**config.mk**
```make
export PLATFORM = sky130hd
export DESIGN_NAME = game_controller
export DESIGN_NICKNAME = d
export VERILOG_FILES = /design/src/rtl/game_ctrl_pkg.sv /design/src/rtl/key_edge.sv /design/src/rtl/game_controller.sv
export SDC_FILE = /design/constraint.sdc
export NUM_CORES = 1
export LEC_CHECK = 0
export CORE_MARGIN = 4
export CORE_UTILIZATION = 55
export CTS_CLUSTER_DIAMETER = 100
export CTS_CLUSTER_SIZE = 30
export DETAILED_ROUTE_END_ITERATION = 12
export PLACE_DENSITY_LB_ADDON = 0.12
export SLEW_MARGIN = 10
export SYNTH_ARGS = -nofsm -noshare
export SYNTH_HDL_FRONTEND = slang
export SYNTH_SLANG_ARGS = --single-unit
export TNS_END_PERCENT = 5
```
**constraint.sdc**
```tcl
create_clock -name clk -period 3.5 [get_ports clk]
set_input_delay 0.875 -clock clk [delete_from_list [all_inputs] [get_ports clk]]
set_output_delay 0.875 -clock clk [all_outputs]
set_load 0.05 [all_outputs]
```
**src/rtl/game_ctrl_pkg.sv**
```systemverilog
// Shared encodings for the Connect-4 game sequencer: FSM states, datapath
// action codes and the pending-command register.
package game_ctrl_pkg;

  typedef enum logic [2:0] {
    S_RESET = 3'd0,
    S_CLEAR = 3'd1,
    S_GAP   = 3'd2,
    S_IDLE  = 3'd3,
    S_MOVE  = 3'd4,
    S_CHECK = 3'd5,
    S_OVER  = 3'd6
  } state_t;

  localparam logic [1:0] KR_REDRAW = 2'b00;
  localparam logic [1:0] KR_RIGHT  = 2'b01;
  localparam logic [1:0] KR_LEFT   = 2'b10;
  localparam logic [1:0] KR_DROP   = 2'b11;

  typedef enum logic [2:0] {
    CMD_NONE     = 3'd0,
    CMD_NEW_GAME = 3'd1,
    CMD_DROP     = 3'd2,
    CMD_LEFT     = 3'd3,
    CMD_RIGHT    = 3'd4
  } cmd_t;

  // Datapath action code for a player move command.
  function automatic logic [1:0] cmd_code(input cmd_t c);
    case (c)
      CMD_DROP:  cmd_code = KR_DROP;
      CMD_LEFT:  cmd_code = KR_LEFT;
      CMD_RIGHT: cmd_code = KR_RIGHT;
      default:   cmd_code = KR_REDRAW;
    endcase
  endfunction

endpackage

```
**src/rtl/key_edge.sv**
```systemverilog
// One-bit rising-edge detector; a held key yields a single-cycle event.
module key_edge (
  input  logic clk,
  input  logic reset,
  input  logic key,
  output logic rise_c
);

  logic prev_q;

  always_ff @(posedge clk) begin
    if (reset) prev_q <= 1'b0;
    else       prev_q <= key;
  end

  assign rise_c = key & ~prev_q;

endmodule

```
**src/rtl/game_controller.sv**
```systemverilog
// Sequencer turning player key presses into Connect-4 datapath handshakes,
// with inter-action gap, post-drop winner check and handshake timeout.
module game_controller #(
  parameter int unsigned GAP_CYCLES = 2,
  parameter int unsigned TIMEOUT    = 1048575
) (
  input  logic       clk,
  input  logic       reset,
  input  logic       key_left,
  input  logic       key_right,
  input  logic       key_drop,
  input  logic       key_new_game,
  input  logic       actionComplete,
  input  logic       resetComplete,
  input  logic       wCheckComplete,
  input  logic       gameOver,
  output logic       execute,
  output logic [1:0] keyRead,
  output logic       resetGame,
  output logic       winnerCheck,
  output logic       busy,
  output logic       fault,
  output logic [2:0] state_dbg
);
  import game_ctrl_pkg::*;

  localparam int unsigned GW = 4;
  localparam int unsigned TW = $clog2(TIMEOUT + 1);
  localparam logic [GW-1:0] GAP_LAST = GW'(GAP_CYCLES - 1);
  localparam logic [TW-1:0] T_LAST   = TW'(TIMEOUT - 1);
  localparam logic [TW-1:0] T_MAX    = TW'(TIMEOUT);

  state_t        state_q, state_n;
  cmd_t          pend_q, pend_n;
  logic          redraw_q, redraw_n;
  logic [1:0]    kr_n;
  logic          fault_n;
  logic [GW-1:0] gcnt_q, gcnt_n;
  logic [TW-1:0] tcnt_q, tcnt_n;
  logic          pend_clr;
  logic          timeout_c;
  logic          ev_left, ev_right, ev_drop, ev_new;

  key_edge u_edge_left  (.clk(clk), .reset(reset), .key(key_left),     .rise_c(ev_left));
  key_edge u_edge_right (.clk(clk), .reset(reset), .key(key_right),    .rise_c(ev_right));
  key_edge u_edge_drop  (.clk(clk), .reset(reset), .key(key_drop),     .rise_c(ev_drop));
  key_edge u_edge_new   (.clk(clk), .reset(reset), .key(key_new_game), .rise_c(ev_new));

  assign timeout_c = (tcnt_q >= T_LAST);

  // Next state, pending command and counters
  always_comb begin
    state_n  = state_q;
    pend_n   = pend_q;
    redraw_n = redraw_q;
    kr_n     = keyRead;
    fault_n  = fault;
    pend_clr = 1'b0;

    case (state_q)
      S_RESET: state_n = S_CLEAR;
      S_CLEAR: begin
        if (resetComplete) begin
          state_n  = S_GAP;
          redraw_n = 1'b1;
        end else if (timeout_c) begin
          state_n = S_GAP;
          fault_n = 1'b1;
        end
      end
      S_GAP: begin
        if (gcnt_q >= GAP_LAST) begin
          if (redraw_q) begin
            state_n  = S_MOVE;
            kr_n     = KR_REDRAW;
            redraw_n = 1'b0;
          end else begin
            state_n = S_IDLE;
          end
        end
      end
      S_IDLE: begin
        if (pend_q == CMD_NEW_GAME) begin
          state_n  = S_CLEAR;
          pend_clr = 1'b1;
        end else if (pend_q != CMD_NONE) begin
          state_n  = S_MOVE;
          kr_n     = cmd_code(pend_q);
          pend_clr = 1'b1;
        end
      end
      S_MOVE: begin
        if (actionComplete) begin
          state_n = (keyRead == KR_DROP) ? S_CHECK : S_GAP;
        end else if (timeout_c) begin
          state_n = S_GAP;
          fault_n = 1'b1;
        end
      end
      S_CHECK: begin
        if (wCheckComplete) begin
          state_n = gameOver ? S_OVER : S_GAP;
        end else if (timeout_c) begin
          state_n = S_GAP;
          fault_n = 1'b1;
        end
      end
      S_OVER: begin
        if (pend_q == CMD_NEW_GAME) begin
          state_n  = S_CLEAR;
          pend_clr = 1'b1;
        end
      end
      default: state_n = S_RESET;
    endcase

    // New game always wins; other keys only fill an empty slot outside S_OVER
    if (ev_new) begin
      pend_n = CMD_NEW_GAME;
    end else if (pend_clr) begin
      pend_n = CMD_NONE;
    end else if (pend_q == CMD_NONE && state_q != S_OVER) begin
      if (ev_drop)       pend_n = CMD_DROP;
      else if (ev_left)  pend_n = CMD_LEFT;
      else if (ev_right) pend_n = CMD_RIGHT;
    end

    if (state_n == S_CLEAR && state_q != S_CLEAR) fault_n = 1'b0;

    gcnt_n = (state_n == S_GAP && state_q == S_GAP) ? gcnt_q + GW'(1) : '0;

    if (state_n != state_q)  tcnt_n = '0;
    else if (tcnt_q == T_MAX) tcnt_n = tcnt_q;
    else                      tcnt_n = tcnt_q + TW'(1);
  end

  // State register with outputs decoded from the next state
  always_ff @(posedge clk) begin
    if (reset) begin
      state_q     <= S_RESET;
      pend_q      <= CMD_NONE;
      redraw_q    <= 1'b0;
      gcnt_q      <= '0;
      tcnt_q      <= '0;
      execute     <= 1'b0;
      keyRead     <= KR_REDRAW;
      resetGame   <= 1'b0;
      winnerCheck <= 1'b0;
      busy        <= 1'b1;
      fault       <= 1'b0;
    end else begin
      state_q     <= state_n;
      pend_q      <= pend_n;
      redraw_q    <= redraw_n;
      gcnt_q      <= gcnt_n;
      tcnt_q      <= tcnt_n;
      execute     <= (state_n == S_CLEAR) || (state_n == S_MOVE);
      keyRead     <= kr_n;
      resetGame   <= (state_n == S_CLEAR);
      winnerCheck <= (state_n == S_CHECK);
      busy        <= !((state_n == S_IDLE) || (state_n == S_OVER));
      fault       <= fault_n;
    end
  end

  assign state_dbg = state_q;

endmodule

```
==> metrics list, run 1 <==
* Sum of negative setup slack: 0 ns
* Non-filler instance count after layout: roughly 330
- Routed vias/inst: 5.98
- Clk pwr share: 0.341
- The later pin in the worst-skew pair is clocked with a latency of between 0.2 and 0.3 ns.
* Slew of the pin with the lowest slew margin: just under 0.8 ns
- I/O Buffers: 19
- The biggest area contributor in the post-synthesis netlist is sky130_fd_sc_hd__dfxtp_1.
- In this run the worst path has a maximum fanout of 20.
- The H-tree was split into 2 levels.
- Area of combinational cells with multiple inputs: between 1000 and 1500 sq um
- Net count after synthesis: 274
- IR analysis of the VDD net gives a maximum drop of 0.000336 V.
- Summed over all cells, the static leakage comes to 0.937 nW.
- The cell count after synthesis came out at about 260.
- During synthesis, Yosys emitted a total of 0 warnings.
- Root buffer cell: sky130_fd_sc_hd__clkbuf_8
- The mapped netlist covers approximately 2300 sq um.
- Clock-pin slew on the worst setup and hold paths: 0.08 ns
- Total track usage: 0.207
* FF+latch area: 841 sq um
- The worst hold path belongs to the class flip-flop to flip-flop.
- Number of enable flip-flop cells after synthesis: 0
* Floorplan die area: between 5000 and 6000 sq um
- Data on the critical path is required at its endpoint by between 2 and 3 ns.
* Drc violations: 0
* DP Wirelength: 3550 um
- Post-synth top area share: 0.368
- NumNets Final: 295
- TritonCTS built the clock tree.
* Setup violation total in the final timing report: 0
* Starting utilization of the core area: 0.571
* Final clock skew: 0.00858 ns
* Hold Vio Cnt, Final: 0
- In the synthesized netlist the async set-or-reset flop fraction comes to 0.
* Overall power after layout: 1.11 mW
- Critical setup path kind: flip-flop to output port
- Area growth, synth to finish: 15.0%
* Highest clock rate: 0.355 GHz
- Layout fillers: 355
* Startpoint of the tightest hold check path: tcnt_q[15]
- The kind of cell with the highest combined delay along the critical path is buffers and inverters.
- Source of the critical timing path: state_dbg[2]
* Largest cells by area after synthesis: sky130_fd_sc_hd__dfxtp_1, sky130_fd_sc_hd__nor2_1, sky130_fd_sc_hd__xnor2_1
- Across the run, the number of max-cap violations was 0.
- Count of inserted antenna diode cells: 0
- The signal on the critical path passes through clkdlybuf4s50_1.
- Clock period minus worst slack: around 2.8 ns
- In this run the power spent charging and discharging nets is 0.319 mW.
* Endpoint kind of the worst setup timing path: output port
- Number of global-route vias before repair: 1,981
- The count of nets left with antenna violations once routing finished came out at 0.
* Syn Area/Cell: between 8 and 9 sq um
- The core region is 4000 sq um.
* Number of distinct library cells after synthesis: 64
- At the end of routability-driven placement, the weighted congestion stood at 0.817.
- After detailed placement, the design holds a cell count of 323.
* Sinks on Clock Net: 42
* DRC violation total after the first TritonRoute iteration: 102
* Number of max-slew violations in the final report: 0
* Final core occ: 0.657
* Tcrit/Tclk final: 0.804
- After detailed routing, the average wire length per cell comes to 14.8 um.
- Power spread over the standard cell area amounts to 423 nW/um^2.
- Of the cells placed in the final design, the portion with a size suffix greater than 1 is 0.0890.
* Seq pwr share: 0.467
- Fraction of the yosys area taken by sequential cells: 0.368
* Switching part of the total: 0.287
- Setup repair after global routing left no endpoint under its margin.
- In this run the tightest slew margin relative to its limit is 0.473.
- Number of buffers on the longest clock path: 2
- The startpoint identified for the worst register-to-register timing path is tcnt_q[2].
- The die is around 72 um wide.
* Grt ovf: 0
- Synthesis inferred 42 register bits.
- Via count: 1,979
- The run finished with clean final reports.
- Arr. time, crit path: roughly 1.9 ns
- 20 I/O pins were placed.
- Number of buffers added to fix hold violations after cts: 0
- Cell-internal power: 0.793 mW
* Largest net degree at the start of global routing: 21
- Sum of routed wire length over all layers: ~4900 um
- The slowest stage of the critical path is the sky130_fd_sc_hd__clkdlybuf4s50_1 cell.
* Global-route wire length before repair: a little under 9000 um
* Post-cts gate resize count: 0
- Peak per-stage delay on the critical path: between 0.9 and 1 ns
* Number of antenna violations at the first check in global routing: 0
- Buffers added to address setup during post-CTS repair amount to 0.
- The most used flip-flop cell after synthesis is sky130_fd_sc_hd__dfxtp_1.
- Together, buffers and inverters on the worst path number 1.
- Die Y-Extent: 72.5 um
* Cell Rows: 23
* Number of clock buffers inserted by TritonCTS: 5
- Detailed Routing Iterations Pass 1: 4
- Nature of the critical path startpoint: flip-flop
- Combinational cell fraction of total power: 0.192
## cells by family after synthesis
logic type	after synthesis	synth area share
compound gates	63	0.200
simple gates	110	0.293
flops	42	0.368
other cells	1	0.00164
xor+xnor	14	0.0537
mux	3	0.0131
buf+inv	21	0.0433
fa+ha+maj	5	0.0274
## final cells by class
class	instances	area share
Tap cell	50	0.0238
Inverter	11	0.0157
Multi-Input combinational cell	196	0.512
Clock inverter	3	0.0152
Sequential cell	42	0.320
Clock buffer	5	0.0262
Timing Repair Buffer	24	0.0867
## registers in the layout, indices dropped and copies added, names as in the netlist, 2 cells and up
| name | flops |
|---|---|
| gcnt_q | 4 |
| keyRead | 2 |
| pend_q | 3 |
| state_dbg | 3 |
| tcnt_q | 20 |
## power by group through the flow
stage | Sequential, mW | Combinational (mW) | Clock, mW
floorplan | 0.558 | 0.117 | 0
finish | 0.519 | 0.214 | 0.379
detailed placement | 0.529 | 0.213 | 0
global placement | 0.529 | 0.211 | 0
global route | 0.523 | 0.234 | 0.412
CTS | 0.519 | 0.214 | 0.396
## routing by layer
layer  share of wire  vias to the layer above  wire length [um]  track usage
met2            0.50                       32              2460        0.354
li1                -                      995                 -            -
met3           0.033                        8               161       0.0499
met1            0.45                      944              2210        0.246
met4           0.013                        0                66       0.0881
met5               0                        -                 0            0
## layout by cell type (no fill, tap or decap), types with 3 or more instances in the layout
cell and instances:
sky130_fd_sc_hd__ha_1 5, sky130_fd_sc_hd__o21ai_0 7, sky130_fd_sc_hd__nor2_1 27, sky130_fd_sc_hd__a211oi_1 5, sky130_fd_sc_hd__a31oi_1 4, sky130_fd_sc_hd__inv_1 11
sky130_fd_sc_hd__nand2b_1 8, sky130_fd_sc_hd__a21oi_1 16, sky130_fd_sc_hd__o22ai_1 3, sky130_fd_sc_hd__o41ai_1 3, sky130_fd_sc_hd__xor2_1 3, sky130_fd_sc_hd__nor2b_1 5
sky130_fd_sc_hd__or3_1 3, sky130_fd_sc_hd__nand4_1 8, sky130_fd_sc_hd__nor3_1 6, sky130_fd_sc_hd__xnor2_1 11, sky130_fd_sc_hd__buf_4 5, sky130_fd_sc_hd__nand2_1 12
sky130_fd_sc_hd__dfxtp_1 42, sky130_fd_sc_hd__clkbuf_8 5, sky130_fd_sc_hd__clkdlybuf4s50_1 19, sky130_fd_sc_hd__nand3_1 10, sky130_fd_sc_hd__mux2i_1 3, sky130_fd_sc_hd__and2_1 9
sky130_fd_sc_hd__nor3b_1 3
## per-stage QoR
step                      setup slack, ns  area (sq um)  hold slack (ns)
after floorplan                      1.30          2280            0.456
after global placement              0.824          2520            0.481
after detailed placement            0.736          2520            0.485
after CTS                           0.675          2630            0.497
after global routing                0.586          2630            0.534
final                               0.686          2630            0.506
## final timing paths
kind / endpoint / slack, ns / depth (start not counted)
worst max-delay path: state_dbg[2] / 0.69 / 1
worst min-delay path: tcnt_q[15] / 0.51 / 2
worst max register to register: fault / 1.12 / 6
worst min register to register: tcnt_q[15] / 0.51 / 2
## cell usage after synthesis (all sizes together), types with 4 or more instances
cell type  instances
nand3             12
o21ai              7
xnor2             11
nand2             12
a211oi             6
dfxtp             42
ha                 5
nor3               6
a31oi              4
nor2              27
inv               11
a21oi             17
nor2b              5
nand4              9
nor3b              4
and2               9
nand2b             8
buf                7
No activity file was read; power rests on OpenSTA's default activity.
==> inputs of run 2 (changes only) <==
- clock period: 3.5 -> 2.6 ns (I/O delays scaled with it)
==> metrics list, run 2 (synthesized netlist as in run 1, its figures left out) <==
- The share of layout cells above drive strength 1 was 0.0887 (-0.000315).
* FF+latch area: 841 sq um (unchanged)
- Total track usage: 0.194 (-0.0125)
- Clock latency at the later pin of the worst-skew pair: 0.29 ns (about the same)
- The number of antenna violations at the first check in global routing is 0 (unchanged).
- The clock skew was 0.00665 ns (-0.00193 ns).
- Pre-CTS setup slack: 0.0553 ns (-0.680 ns)
- The total vias in the final route came to 1,972 (-0.35%).
- The wire length of the first global-routing pass came to 8090 um (-7.5%).
* Clock period minus worst slack: between 2 and 2.5 ns
- The library cell used most frequently in the layout, excluding fill and tap cells, is sky130_fd_sc_hd__dfxtp_1.
- CP max FO: 15 (-25%)
- Setup repair after global routing missed its margin: no
* Floorplan die area: 5250 sq um (unchanged)
- Critical setup path kind: flip-flop to output port
- Met1 Routed Length: 2110 um (-4.7%)
- The count of standard-cell rows was 23 (unchanged).
- The number of nets at the end of the flow came to 297 (+0.68%).
- The DRC violation total after the first TritonRoute iteration came to 98 (-3.9%).
- Sum of negative setup slack: 0 ns (unchanged)
- The data required time of the worst path was 1.95 ns (-0.67 ns).
* Detailed Routing Iterations Pass 1: 5 (+1)
- The total number of H-tree levels was 2 (unchanged).
* Top register by number of flip-flops: tcnt_q
- TritonCTS built the clock tree.
* Area growth, synth to finish: 14.1%
- Count of inserted antenna diode cells: 0 (unchanged)
* Leading cell types in the layout, fill and taps excluded: sky130_fd_sc_hd__dfxtp_1, sky130_fd_sc_hd__nor2_1, sky130_fd_sc_hd__clkdlybuf4s50_1
* Horiz. Die Dim: 72.5 um (unchanged)
* Root buffer cell: sky130_fd_sc_hd__clkbuf_8
- The actual transition at the worst max-transition pin is 0.826 ns (+0.0454 ns).
- Critical path cell sequence: clkdlybuf4s50_1
- Antenna-violating nets left: 0 (unchanged)
- RePlAce Congestion: 0.892 (+9.2%)
- The worst setup path is launched from a flip-flop.
- Highest clock rate: approximately 0.40 GHz
- The number of buffer cells added on primary ports is 19 (unchanged).
- The number of maximum-capacitance constraint violations is 0 (unchanged).
- Tcrit/Tclk final: 0.950
- The leakage power of the design is 0.930 nW (-0.78%).
* Met2 wirelength from detailed routing: 2320 um (-5.3%)
* Number of clock buffers inserted by TritonCTS: 5 (unchanged)
* Length of routed met3 wiring: 203 um (+26%)
- The number of global-route vias before repair is 1,807 (-8.8%).
- The total area of multi-input combinational cells was 1350 sq um (unchanged).
* Setup violation total in the final timing report: 0 (unchanged)
- Tightest Hold Check Type: flip-flop to flip-flop
- Arr. time, crit path: 1.82 ns (-0.12 ns)
- The worst vdd rail ir drop came to 0.000323 V (-3.9%).
- Mean routed wirelength per cell: 14.3 um (-3.6%)
- Peak per-stage delay on the critical path: 0.90 ns (-0.02 ns)
* Family with the most delay on the worst path: buffers and inverters
- Biggest registers after layout: tcnt_q x20, gcnt_q x4
- Starting utilization of the core area: 0.571 (unchanged)
- Worst setup slack after layout: 0.129 ns (-0.557 ns)
* Max-slew headroom: 0.442 (-0.0307)
* Routed vias/inst: 5.94 (-0.65%)
* Drc violations: 0 (unchanged)
* Clock-pin slew on the worst setup and hold paths: 0.08 ns (about the same)
* Number of buffers on the longest clock path: 2 (unchanged)
- Crit path buf inv count: 1 (unchanged)
- Floorplan Core Area: 4000 sq um (unchanged)
* Max FFs per register: 20 (unchanged)
* Grt ovf: 0 (unchanged)
* Buffers inserted during post-CTS setup optimization: 0 (unchanged)
- DP Wirelength: 3450 um (-2.8%)
- Signal routing reaches up to met4.
- Endpoint kind of the worst setup timing path: output port
- Layout fillers: 357 (+0.56%)
- Number of buffers added to fix hold violations after cts: 0 (unchanged)
- The detailed-route wire length was 4730 um (-3.4%).
* Die Y-Extent: 72.5 um (unchanged)
- Number of max-slew violations in the final report: 0 (unchanged)
* Post-cts gate resize count: 0 (unchanged)
* Top Ports: 20 (unchanged)
* Sinks on Clock Net: 42 (unchanged)
* Overall power after layout: 1.38 mW (+24%)
* Largest net degree at the start of global routing: 21 (unchanged)
* Critical Path Slowest Stage Cell: sky130_fd_sc_hd__clkdlybuf4s50_1
* Hold Vio Cnt, Final: 0 (unchanged)
* Outcome: complete, no violations
- Pwr Density: 529 nW/um^2 (+25%)
## run 2: cell count changes in the layout (fill, tap and decap cells not counted), sizes merged
cell | before | now
buf | 5 | 8
bufinv | 1 | 0
clkdlybuf4s50 | 19 | 18
clkbuf | 5 | 7
clkinv | 2 | 0
## run 2: area by class of cell
cell class / count / share of cell area
Clock buffer: 7 / 0.0293
Inverter: 11 / 0.0158
Multi-Input combinational cell: 196 / 0.516
Sequential cell: 42 / 0.323
Tap cell: 50 / 0.0240
Timing Repair Buffer: 26 / 0.0922
## run 2: per-layer routing
layer	global-route usage	up-vias
met1	0.240	922
met5	0	-
met4	0.0779	0
met2	0.327	46
met3	0.0443	10
li1	-	994
## run 2: path summary, 6_finish.rpt
path	endpoint	startpoint	slack (ns)	cells after the start
setup reg to reg	fault	state_dbg[2]	0.32	5
setup / recovery	state_dbg[0]	state_dbg[0]	0.13	1
hold / removal	redraw_q	redraw_q	0.49	2
hold reg to reg	redraw_q	redraw_q	0.49	2
## run 2: power breakdown
group	total [mW]	switching (mW)	internal [mW]
logic	0.280	0.166	0.114
clock network	0.396	0.211	0.185
registers	0.702	0.0319	0.670
total	1.38	0.409	0.970
## run 2: metrics by stage
stage / area (sq um) / instances / hold WS (ns) / util
after CTS: 2610 / 332 / 0.495 / 0.652
after detailed placement: 2530 / 325 / 0.483 / 0.632
final: 2610 / 332 / 0.495 / 0.652
after floorplan: 2280 / 259 / 0.456 / -
after global placement: 2530 / 325 / 0.474 / 0.632
after global routing: 2610 / 332 / 0.526 / 0.652
==> inputs of run 3 (changes only) <==
- CORE_ASPECT_RATIO: unset -> 1.4
- SLEW_MARGIN: 10 -> unset
==> metrics list, run 3 (synthesized netlist as in run 1, its figures left out) <==
* Buffers inserted during post-CTS setup optimization: 0 (unchanged)
* Worst-case vdd ir drop: 0.000319 V (-1.3%)
- Number of global-route vias before repair: 1,882 (+4.2%)
- Clock tree from TritonCTS: built
* DRC violation total after the first TritonRoute iteration: 118 (+20%)
- The number of antenna violations at the first check in global routing is 0 (unchanged).
- Detailed Routing Iterations Pass 1: 4 (-1)
- Clock latency at the later pin of the worst-skew pair: 0.30 ns (about the same)
- Post-cts gate resize count: 0 (unchanged)
* Die Y-Extent: 84.3 um (+16%)
- The total count of hold-check failures in the final report was 0 (unchanged).
- NumNets Final: 299 (+0.67%)
- Root buffer cell: sky130_fd_sc_hd__clkbuf_8
- Critical setup path kind: flip-flop to output port
- The total met2 wirelength after detailed routing came to 2610 um (+12%).
- The detailed-routed wire length on met3 came to 135 um (-33%).
- The maximum fanout along the worst path came to 16 (+1).
- Setup violation total in the final timing report: 0 (unchanged)
* Slew of the pin with the lowest slew margin: 0.726 ns (-0.0993 ns)
- Met1 Routed Length: 2060 um (-2.2%)
* Setup repair after global routing missed its margin: no
- The register area came to 841 sq um (unchanged).
- The post-route clock period utilization came to 0.960 (+0.00936).
- Highest clock rate: 0.401 GHz (-0.97%)
- The wire length of the first global-routing pass is 8490 um (+5.0%).
- Max-slew headroom: 0.509 (+0.0671)
- Floorplan die area: 5260 sq um (+0.28%)
- After detailed routing, no signal wire sits above met4.
- The chip width was 62.5 um (-14%).
* Floorplan Core Area: 3990 sq um (-0.34%)
- The TritonCTS buffer count came to 5 (unchanged).
* Nature of the critical path startpoint: flip-flop
- RePlAce Congestion: 0.817 (-8.5%)
- The total area of multi-input combinational cells is 1350 sq um (unchanged).
- The maximum number of pins on one net before global-route repair was 17 (-19%).
- Counting flops per register, the top entry is tcnt_q.
- Leakage component of the power: 0.945 nW (+1.6%)
* Max FFs per register: 20 (unchanged)
- Cell Rows: 27 (+17%)
- The fill cell instance count of the final layout is 353 (-1.1%).
* Outcome: complete, no violations
- Pwr Density: 534 nW/um^2 (+0.97%)
* Tightest Hold Check Type: flip-flop to flip-flop
- The count of inserted antenna diode cells is 0 (unchanged).
* Sinks on Clock Net: 42 (unchanged)
* Top Ports: 20 (unchanged)
- For this design, the slowest cell found on the critical path is sky130_fd_sc_hd__clkdlybuf4s50_1.
* Final clock skew: 0.00532 ns (-0.00133 ns)
- Leading cell types in the layout, fill and taps excluded: sky130_fd_sc_hd__dfxtp_1, sky130_fd_sc_hd__nor2_1, sky130_fd_sc_hd__clkdlybuf4s50_1
- The total negative setup slack was 0 ns (unchanged).
* # H-tree levels: 2 (unchanged)
* Endpoint kind of the worst setup timing path: output port
* Arr. time, crit path: 1.85 ns (+0.03 ns)
* Clock period minus worst slack: 2.50 ns (+0.0243 ns)
- The peak per-stage delay on the critical path is 0.90 ns (about the same).
- Via count: 1,964 (-0.41%)
- The initial cell density of the core was 0.573 (+0.00197).
- Broken down by cell family, the worst path's largest delay share belongs to buffers and inverters.
* Sum of routed wire length over all layers: 4930 um (+4.3%)
- Number of buffers on the longest clock path: 2 (unchanged)
- Antenna-violating nets left: 0 (unchanged)
- The largest registers in the layout are tcnt_q x20, gcnt_q x4.
- Relative to the synthesized area, the layout overhead comes to 14.9%.
* Clock-pin slew on the worst setup and hold paths: 0.08 ns (about the same)
- The worst slack on hold paths is 0.507 ns (+0.0121 ns).
* Total track usage: 0.199 (+0.00483)
- Crit path buf inv count: 1 (unchanged)
- Data required time at the worst endpoint: 1.95 ns (about the same)
- DP Wirelength: 3780 um (+9.7%)
* Most common cell after layout, fill and taps aside: sky130_fd_sc_hd__dfxtp_1
* Max capacitance violation total: 0 (unchanged)
* Mean routed wirelength per cell: 15.0 um (+5.5%)
- The share of layout cells above drive strength 1 came to 0.0982 (+0.00959).
- The average via count per standard cell was 5.99 (+0.81%).
* Drc violations: 0 (unchanged)
- I/O Buffers: 19 (unchanged)
- Number of max-slew violations in the final report: 0 (unchanged)
* Critical path cell sequence: clkdlybuf4s50_1
* Grt ovf: 0 (unchanged)
- The hold buffer count at cts was 0 (unchanged).
## run 3: cell count changes in the layout (fill, tap and decap cells not counted)
| cell | change |
|---|---|
| sky130_fd_sc_hd__clkdlybuf4s50_1 | +1 |
| sky130_fd_sc_hd__clkinv_4 | +1 |
| sky130_fd_sc_hd__buf_4 | +1 |
| sky130_fd_sc_hd__clkbuf_1 | -1 |
| sky130_fd_sc_hd__clkinv_2 | +1 |
## run 3: final cells by class
cell class	instances	share of cell area
Inverter	11	0.0157
Tap cell	43	0.0205
Clock buffer	6	0.0276
Timing Repair Buffer	28	0.0982
Multi-Input combinational cell	196	0.512
Sequential cell	42	0.320
Clock inverter	2	0.00524
## run 3: worst paths after layout
check                                  start           end  slack [ns]  depth (start not counted)
worst max register to register  state_dbg[2]     tcnt_q[2]        0.44                          7
worst min-delay path              tcnt_q[11]    tcnt_q[11]        0.51                          2
worst min register to register    tcnt_q[11]    tcnt_q[11]        0.51                          2
worst max-delay path            state_dbg[2]  state_dbg[2]        0.10                          1
## run 3: metrics by stage
stage | worst slack [ns] | instances | utilization | cell area (sq um) | power [mW]
global route | 0.0118 | 328 | 0.659 | 2630 | 1.47
finish | 0.105 | 328 | 0.659 | 2630 | 1.40
global placement | 0.181 | 320 | 0.637 | 2540 | 1.00
CTS | 0.106 | 328 | 0.659 | 2630 | 1.42
floorplan | 0.396 | 259 | - | 2280 | 0.908
detailed placement | 0.139 | 320 | 0.637 | 2540 | 1.00
## run 3: routing by layer
metal | track usage | vias up
met5 | 0 | -
met4 | 0.106 | 0
met3 | 0.0321 | 11
met2 | 0.368 | 41
met1 | 0.214 | 915
li1 | - | 997
## run 3: report_power, final
part | leakage, nW | total [mW] | internal [mW] | switching, mW
Combinational | 0.558 | 0.289 | 0.117 | 0.172
Sequential | 0.342 | 0.701 | 0.670 | 0.0307
Clock | 0.0452 | 0.411 | 0.189 | 0.222
